## src/rtl/arb_pkg.sv

```systemverilog
`default_nettype none
// ============================================================================
// Module      : arb_pkg
// Description : Shared types and default widths for the memory arbiter.
//               Holds the arbiter state enum, the requester-id enum and the
//               default parameter values used by mem_arbiter and its
//               streak counter.
// Revision    : 1.0 - initial release
// ============================================================================
package arb_pkg;

    localparam int DEF_ADDR_W     = 32;
    localparam int DEF_DATA_W     = 32;
    localparam int DEF_MAX_STREAK = 4;
    localparam int DEF_TIMEOUT    = 64;

    typedef enum logic [2:0] {
        IDLE   = 3'd0,
        BUSY_I = 3'd1,
        BUSY_D = 3'd2,
        RESP_I = 3'd3,
        RESP_D = 3'd4
    } arb_state_e;

    typedef enum logic {
        PORT_I = 1'b0,
        PORT_D = 1'b1
    } arb_port_e;

endpackage
`default_nettype wire

```

## src/rtl/arb_streak_ctr.sv

```systemverilog
`default_nettype none
// ============================================================================
// Module      : arb_streak_ctr
// Description : Saturating count of data grants made while the fetch port is
//               waiting. o_at_limit tells the arbiter to hand the next grant
//               to the fetch port.
// Ports       : clk, rst      - clock, synchronous active-high reset
//               i_inc         - count one more data grant (saturates)
//               i_clr         - clear the count (wins over i_inc)
//               o_at_limit    - count has reached MAX_STREAK
// Revision    : 1.0 - initial release
// ============================================================================
module arb_streak_ctr
    import arb_pkg::*;
#(
    parameter int MAX_STREAK = DEF_MAX_STREAK
) (
    input  logic clk,
    input  logic rst,
    input  logic i_inc,
    input  logic i_clr,
    output logic o_at_limit
);

    localparam int CNT_W = $clog2(MAX_STREAK + 1);

    logic [CNT_W-1:0] r_cnt;

    assign o_at_limit = (r_cnt == CNT_W'(MAX_STREAK));

    always_ff @(posedge clk) begin
        if (rst) begin
            r_cnt <= '0;
        end else if (i_clr) begin
            r_cnt <= '0;
        end else if (i_inc && !o_at_limit) begin
            r_cnt <= r_cnt + CNT_W'(1);
        end
    end

endmodule
`default_nettype wire

```

## src/rtl/mem_arbiter.sv

```systemverilog
`default_nettype none
// ============================================================================
// Module      : mem_arbiter
// Description : Shares one multi-cycle req/ack memory port between the
//               instruction-fetch requester (I, read-only) and the load/store
//               requester (D). One access in flight; D has priority, but after
//               MAX_STREAK data grants with I waiting, I is served next.
// Ports       : clk, rst                         - clock, sync active-high reset
//               i_req/i_addr                     - fetch request
//               i_rvalid/i_rdata/i_err           - fetch response (1 cycle)
//               d_req/d_we/d_addr/d_wdata/d_be   - data request
//               d_rvalid/d_rdata/d_err           - data response (1 cycle)
//               mem_req/we/addr/wdata/be         - memory request, held to ack
//               mem_ack/mem_rdata                - memory completion
//               busy                             - arbiter not idle
// Config      : ARB_TIMEOUT_EN - when defined, a BUSY watchdog of TIMEOUT
//               cycles aborts the access and reports x_err. Otherwise the
//               arbiter waits indefinitely and the err outputs stay 0.
// Revision    : 1.0 - initial release
// ============================================================================
module mem_arbiter
    import arb_pkg::*;
#(
    parameter int ADDR_W     = DEF_ADDR_W,
    parameter int DATA_W     = DEF_DATA_W,
    parameter int MAX_STREAK = DEF_MAX_STREAK,
    parameter int TIMEOUT    = DEF_TIMEOUT
) (
    input  logic                clk,
    input  logic                rst,
    input  logic                i_req,
    input  logic [ADDR_W-1:0]   i_addr,
    output logic                i_rvalid,
    output logic [DATA_W-1:0]   i_rdata,
    output logic                i_err,
    input  logic                d_req,
    input  logic                d_we,
    input  logic [ADDR_W-1:0]   d_addr,
    input  logic [DATA_W-1:0]   d_wdata,
    input  logic [DATA_W/8-1:0] d_be,
    output logic                d_rvalid,
    output logic [DATA_W-1:0]   d_rdata,
    output logic                d_err,
    output logic                mem_req,
    output logic                mem_we,
    output logic [ADDR_W-1:0]   mem_addr,
    output logic [DATA_W-1:0]   mem_wdata,
    output logic [DATA_W/8-1:0] mem_be,
    input  logic                mem_ack,
    input  logic [DATA_W-1:0]   mem_rdata,
    output logic                busy
);

    arb_state_e r_state;
    arb_port_e  w_win;
    logic       w_idle;
    logic       w_grant;
    logic       w_at_limit;
    logic       w_inc;
    logic       w_clr;
    logic       w_tmo;

    assign w_idle  = (r_state == IDLE);
    assign w_grant = w_idle && (i_req || d_req);

    // D wins unless it is absent or has used up its streak.
    always_comb begin
        w_win = PORT_D;
        if (i_req && (!d_req || w_at_limit)) begin
            w_win = PORT_I;
        end
    end

    assign w_inc = w_grant && (w_win == PORT_D) && i_req;
    assign w_clr = (w_grant && (w_win == PORT_I)) || (w_idle && !i_req);

    arb_streak_ctr #(
        .MAX_STREAK (MAX_STREAK)
    ) u_streak (
        .clk        (clk),
        .rst        (rst),
        .i_inc      (w_inc),
        .i_clr      (w_clr),
        .o_at_limit (w_at_limit)
    );

`ifdef ARB_TIMEOUT_EN
    localparam int TMO_W = $clog2(TIMEOUT + 1);

    logic [TMO_W-1:0] r_tmo_cnt;

    // Fires in the TIMEOUT-th BUSY cycle without an ack; an ack in the same
    // cycle takes precedence in the FSM.
    assign w_tmo = (r_tmo_cnt == TMO_W'(TIMEOUT - 1));

    always_ff @(posedge clk) begin
        if (rst || w_grant) begin
            r_tmo_cnt <= '0;
        end else if ((r_state == BUSY_I || r_state == BUSY_D) && !mem_ack) begin
            r_tmo_cnt <= r_tmo_cnt + TMO_W'(1);
        end
    end
`else
    logic w_unused_tmo;

    assign w_tmo        = 1'b0;
    assign w_unused_tmo = (TIMEOUT == 0);
`endif

    always_ff @(posedge clk) begin
        if (rst) begin
            r_state   <= IDLE;
            mem_req   <= 1'b0;
            mem_we    <= 1'b0;
            mem_addr  <= '0;
            mem_wdata <= '0;
            mem_be    <= '0;
            i_rvalid  <= 1'b0;
            i_rdata   <= '0;
            i_err     <= 1'b0;
            d_rvalid  <= 1'b0;
            d_rdata   <= '0;
            d_err     <= 1'b0;
            busy      <= 1'b0;
        end else begin
            i_rvalid <= 1'b0;
            d_rvalid <= 1'b0;
            case (r_state)
                IDLE: begin
                    if (w_grant) begin
                        mem_req <= 1'b1;
                        busy    <= 1'b1;
                        if (w_win == PORT_I) begin
                            r_state   <= BUSY_I;
                            mem_addr  <= i_addr;
                            mem_we    <= 1'b0;
                            mem_wdata <= '0;
                            mem_be    <= '0;
                        end else begin
                            r_state   <= BUSY_D;
                            mem_addr  <= d_addr;
                            mem_we    <= d_we;
                            mem_wdata <= d_wdata;
                            mem_be    <= d_be;
                        end
                    end
                end
                BUSY_I: begin
                    if (mem_ack || w_tmo) begin
                        r_state  <= RESP_I;
                        mem_req  <= 1'b0;
                        i_rvalid <= 1'b1;
                        i_rdata  <= mem_ack ? mem_rdata : '0;
                        i_err    <= !mem_ack;
                    end
                end
                BUSY_D: begin
                    if (mem_ack || w_tmo) begin
                        r_state  <= RESP_D;
                        mem_req  <= 1'b0;
                        d_rvalid <= 1'b1;
                        d_rdata  <= (mem_ack && !mem_we) ? mem_rdata : '0;
                        d_err    <= !mem_ack;
                    end
                end
                RESP_I: begin
                    r_state <= IDLE;
                    busy    <= 1'b0;
                    i_rdata <= '0;
                    i_err   <= 1'b0;
                end
                RESP_D: begin
                    r_state <= IDLE;
                    busy    <= 1'b0;
                    d_rdata <= '0;
                    d_err   <= 1'b0;
                end
                default: begin
                    r_state <= IDLE;
                    mem_req <= 1'b0;
                    busy    <= 1'b0;
                end
            endcase
        end
    end

endmodule
`default_nettype wire

```

## config.mk

```make
export PLATFORM = sky130hd
export DESIGN_NAME = mem_arbiter
export DESIGN_NICKNAME = d
export VERILOG_FILES = /design/src/rtl/arb_pkg.sv /design/src/rtl/arb_streak_ctr.sv /design/src/rtl/mem_arbiter.sv
export SDC_FILE = /design/constraint.sdc
export NUM_CORES = 1
export LEC_CHECK = 0
export ABC_AREA = 1
export CAP_MARGIN = 20
export CORE_ASPECT_RATIO = 0.6
export CORE_MARGIN = 2
export CORE_UTILIZATION = 44
export CTS_BUF_LIST = sky130_fd_sc_hd__clkbuf_8
export DETAILED_ROUTE_END_ITERATION = 8
export PLACE_DENSITY = 0.95
export SYNTH_ARGS = -nofsm -noshare
export SYNTH_HDL_FRONTEND = slang
export SYNTH_SLANG_ARGS = --single-unit
export TNS_END_PERCENT = 1
```

## constraint.sdc

```tcl
create_clock -name clk -period 2.3 [get_ports clk]
set_input_delay 0.46 -clock clk [delete_from_list [all_inputs] [get_ports clk]]
set_output_delay 0.46 -clock clk [all_outputs]
set_load 0.03 [all_outputs]
```

# --- After elaboration in Yosys (flattened, before gate mapping) ---
# Cells that the tools add are included.
totals:
  register_bits: 145
  input_bits: 138
  output_inout_bits: 139
  wordCells: 81
classes:
  addsub: 1
  n_eq_ne: 9
  n_mux: 23
  bitwise_logic: 4
  reduce_logical: 30
ops:
  columns: ["operator", "n"]
  rows:
  - ["$mux 32", 5]
  - ["$pmux 32 s2", 2]
  - ["$reduce_or 2->1", 5]
  - ["$mux 3", 3]
  - ["$pmux 3 s3", 1]
  - ["$logic_and 1x1->1", 8]
  - ["$reduce_and 2->1", 4]
  - ["$eq 3x2->1 const B", 2]
  - ["$eq 3x3->1 const B", 2]
  - ["$mux 1", 6]
  - ["$pmux 1 s2", 3]
  - ["$reduce_and 3->1", 2]
  - ["$logic_not 1->1", 5]
  - ["$mux 4", 1]
  - ["$ne 2x1->1 const B", 2]
  - ["$ne 2x2->1 const B", 2]
  - ["$not 1->1", 4]
  - ["$reduce_bool 2->1", 2]
  - ["$add 3x1->3 const B", 1]
  - ["$eq 3x1->1 const B", 1]
  - ["$logic_not 3->1", 1]
  - ["$logic_or 1x1->1", 3]
  - ["$pmux 1 s3", 1]
  - ["$mux 2", 1]

# --- Logic depth before layout (Yosys ltp) ---
logic_depth:
  word_depth: 7
  mapped_depth: 11
  ltp_nobuf: 10

# --- Hierarchy ---
# From an unflattened synthesis, not the netlist that was laid out.
unflattened:
  hier_cells: 693
  area_unflattened_um2: 5510.3
modules_own_cells:
  columns: ["mod", "instances", "cells_per_inst", "area_per_inst_um2", "seq_area_each_um2"]
  rows:
  - ["mem_arbiter", 1, 666, 5335.1, 2842.7]
  - ["arb_streak_ctr", 1, 27, 175.2, 60.1]

# --- Least setup slack after synthesis ---
# OpenSTA, ideal clock, no wires.
synth_path:
  kind: "reg-to-reg"
  start: "reg u_streak.r_cnt[0]"
  end: "reg mem_addr[22]"
  setup_ns: 0.071
  arrival_ns: 1.373
  required_ns: 2.229
  path_slack_ns: 0.856
  stages_incl_launch_ff: 11
  path_buffers: 1
  cell_sequence: "dfxtp_1 -> inv_1 -> ha_1 -> nand2_1 -> nand2_1 -> nand2_1 -> clkbuf_1 -> nand2_1 -> nand2_1 -> nand2_1 -> a21oi_1"
synth_between:
  elab_chain_cells: 4
synth_lines:
  columns: ["item", "line", "rtl"]
  rows:
  - ["from (decl)", "arb_streak_ctr.sv:27", "logic [CNT_W-1:0] r_cnt;"]
  - ["from (signal assigned)", "arb_streak_ctr.sv:37", "r_cnt <= r_cnt + CNT_W'(1);"]
  - ["$eq 3x3->1", "arb_streak_ctr.sv:29", "assign o_at_limit = (r_cnt == CNT_W'(MAX_STREAK));"]
  - ["$logic_or 1x1->1", "mem_arbiter.sv:69", "if (i_req && (!d_req || w_at_limit)) begin"]
  - ["$logic_and 1x1->1", "mem_arbiter.sv:69", null]
  - ["$mux 32", "mem_arbiter.sv:133", "if (w_win == PORT_I) begin"]
  - ["to (signal assigned)", "mem_arbiter.sv:135", "mem_addr <= i_addr;"]
  - ["to (signal assigned)", "mem_arbiter.sv:141", "mem_addr <= d_addr;"]
  - ["to (decl)", "mem_arbiter.sv:46", "output logic [ADDR_W-1:0] mem_addr,"]
# No other way between the ends.
# A chain may end at the register's enable or synchronous reset.

# --- Worst setup path in the final report ---
layout_path:
  start: "reg mem_we"
  end: "out mem_we"
layout_rtl:
  columns: ["item", "line", "rtl"]
  rows:
  - ["from (decl)", "mem_arbiter.sv:45", "output logic mem_we,"]
  - ["from (signal assigned)", "mem_arbiter.sv:142", "mem_we <= d_we;"]
# No word-level cell between the ends.

==> results.sh <==
export IMPL_synth_cell_types=23
export IMPL_hold_end="r_state[1]"
export IMPL_cpPeakStageDelay_ns=0.73
export IMPL_synth_top_family_by_area="simple AND/OR/NAND/NOR gates"
export IMPL_crit_chain="clkdlybuf4s50_1"
export IMPL_synth_simple_area_share_pct=29.7
export IMPL_overflow=0
export IMPL_period_needed_ns=2.01
export IMPL_slew_viol_final=0
export IMPL_instances_no_fill=1182
export IMPL_ys_ff_latch=145
export IMPL_synthCells=741
export IMPL_whs_path_depth=4
export IMPL_crit_required_ns=1.84
export IMPL_register_area_mm2=0.00290
export IMPL_cts_buffers_inserted=17
export IMPL_synth_cell_area_mm2=0.00549
export IMPL_fmax_ghz=0.499
export IMPL_fin_crit_sh_pct=87.2
export IMPL_synthToLayoutAreaGrowth_pct=60.5
export IMPL_clock_path_buffers=2
export IMPL_io_pins=277
export IMPL_post_cts_buffers=0
export IMPL_p_per_area_mw_per_mm2=807
export IMPL_synth_fp_nets=881
export IMPL_r2r_cells=10
export IMPL_fill_cells=894
export IMPL_cp_max_fo=3
export IMPL_hold_start="rst"
export IMPL_synthDominantAreaCellType="dfxtp_1"
export IMPL_synth_compound_area_share_pct=10.3
export IMPL_grt_max_degree=80
export IMPL_drt_wl_total_um=17800
export IMPL_setup_viol=0
export IMPL_reg2reg_slack_ns=0.64
export IMPL_gp_congestion=0.824
export IMPL_clkTransAtPathRegs_ns=0.08
export IMPL_rsz0062_at_grt="false"
export IMPL_yosys_warnings=0
export IMPL_viasPerCell=4.90
export IMPL_htree_levels=4
export IMPL_start_util_pct=45.3
export IMPL_status="completed"
export IMPL_synth_ff_type="dfxtp_1"
export IMPL_critPathArrivalTime_ns=1.55
export IMPL_clkSinkCount=145
export IMPL_drive_gt1_share_pct=5.70
export IMPL_yosys_cell_count_top_type="nand2_1"
export IMPL_multiInputGateArea_mm2=0.00224
export IMPL_coreArea_mm2=0.0121
export IMPL_antenna_found_initial=0
export IMPL_hold_buffers=0
export IMPL_cts_tree="done"
export IMPL_post_drt_wl_per_cell_um=15.1
export IMPL_ys_top_cells_by_count="nand2_1, dfxtp_1, a21oi_1"
export IMPL_critPathBufInv=1
export IMPL_async_flop_share_pct=0
export IMPL_place_ws_ns=0.275
export IMPL_slew_headroom_pct=44.5
export IMPL_rows=31
export IMPL_synth_xor_area_share_pct=0.319
export IMPL_drt_iter0_drc=303
export IMPL_ant_nets=0
export IMPL_synth_top_area_share_pct=52.9
export IMPL_die_area_mm2=0.0134
export IMPL_vias=5791
export IMPL_leakage_nw=3.64
export IMPL_grt_pass1_vias=5589
export IMPL_diodes=0
export IMPL_cts_root_buf="clkbuf_8"
export IMPL_clock_skew_ns=0.0144
export IMPL_firstDrtPassIters=5
export IMPL_die_width_um=148
export IMPL_ys_seq_area_share_pct=52.9
export IMPL_hold_viol=0
export IMPL_synthTopCellsByArea="dfxtp_1, nand2_1, a21oi_1"
export IMPL_timing_rr_end="mem_addr[24]"
export IMPL_peakVddDrop_uv=380
export IMPL_die_h_um=90.5
export IMPL_cts_resized_gates=0
export IMPL_start_kind="register"
export IMPL_grt_first_pass_wirelength_um=28000
export IMPL_max_cap_violations=0
export IMPL_hold_path_class="in2reg"
export IMPL_synth_edf_count=0
export IMPL_dp_cells=1150
export IMPL_layout_setup_ws_ns=0.294
export IMPL_postSynthAreaPerCell_um2=7.40
export IMPL_worst_setup_path_type="reg2out"
export IMPL_final_area_mm2=0.00881
export IMPL_nNetsFinal=1144
export IMPL_tns_ns=0
export IMPL_place_area_mm2=0.00835
export IMPL_drc=0
export IMPL_crit_family="buffers and inverters"
export IMPL_synthAdderAreaFrac_pct=0.456
export IMPL_end_kind="output pin"
export IMPL_slowest_stage="clkdlybuf4s50_1"
export IMPL_yosys_mux_area_fraction_pct=0
export IMPL_worst_pin_slew_ns=0.832
export IMPL_regToRegStartpoint="u_streak.r_cnt[0]"
export IMPL_port_buffers=276
export IMPL_grtUsageTotal_pct=26.2
export IMPL_p_total_mw=7.10
export IMPL_dp_hpwl_um=12800
export IMPL_clk_latency_ns=0.42
[worst reg2reg max path: cells and delay by family, from the launching register on]
family	cells	cell delay, ns
buffers and inverters	2	0.40
and+or+nand+nor	6	0.53
adders and majority gates	1	0.19
DFF	1	0.34
AOI/OAI and AO/OA	1	0.12
[how the worst max path moves through the flow]
stage / from / end / slack, ns / cells after the start
3_5_place_dp: i_req / mem_wdata[29] / 0.28 / 7
5_1_grt: mem_we / mem_we / 0.22 / 1
6_report: mem_we / mem_we / 0.29 / 1
4_1_cts: mem_we / mem_we / 0.25 / 1
3_3_place_gp: mem_ack / d_rdata[14] / 0.35 / 5
2_1_floorplan: u_streak.r_cnt[0] / mem_addr[22] / 0.86 / 10
[power breakdown]
part	switching (mW)	internal [mW]	total (mW)	leakage, nW
Combinational	1.15	0.807	1.96	2.23
Sequential	0.128	2.74	2.87	1.18
Clock	1.01	1.27	2.27	0.226
[routing by layer]
layer | wire length, um | vias up | GRT usage (%)
met4 | 286 | 0 | 7.46
met2 | 8740 | 258 | 44.6
met5 | 0 | - | 0
li1 | - | 2873 | -
met3 | 1570 | 24 | 7.83
met1 | 7230 | 2636 | 32.2
[layout by cell type (no fill, tap or decap), types with 3 or more instances in the layout]
cell type        instances
a21oi_1                 77
clkinv_4                 3
nand2_2                  3
inv_2                    3
bufinv_16                4
buf_4                    8
clkdlybuf4s50_1        275
nand3_1                 49
inv_6                    4
buf_12                   3
clkbuf_8                19
o21ai_0                 19
o21ai_1                 14
dfxtp_1                145
nor2_2                   3
nor2_1                   9
inv_1                   26
nand2_1                338
[metrics by stage]
stage,hold slack [ns],utilization [%]
2_1_floorplan,0.466,-
3_3_place_gp,0.430,69.0
3_5_place_dp,0.433,69.0
4_1_cts,0.395,72.8
5_1_grt,0.419,72.8
6_report,0.429,72.8
[state kept, by name, summed over array words and instances, names as in the netlist]
name and cells:
mem_we 1, mem_addr 32, u_streak.r_cnt 3, busy 1, i_rdata 32, r_state 3, mem_req 1, d_err 1
d_rdata 32, i_rvalid 1, d_rvalid 1, mem_wdata 32, mem_be 4, i_err 1
[kinds of logic (layout without fill, tap and decap cells)]
kind of cell | Yosys count | after routing
adder cells (fa/ha/maj) | 2 | 2
AND/OR/NAND/NOR | 407 | 407
AO/OA/AOI/OAI | 112 | 112
buffers and inverters | 73 | 349
flip-flops | 145 | 145
XOR/XNOR | 2 | 2
[area by class of cell]
type,instances,area share [%]
flip-flops and latches,145,33.0
repair buffers,287,32.7
multi-input cells,523,25.4
clock buffers,19,2.97
well taps,165,2.34
clock inverters,13,2.26
inverters,30,1.34
Power figures use the tool's default switching activity.
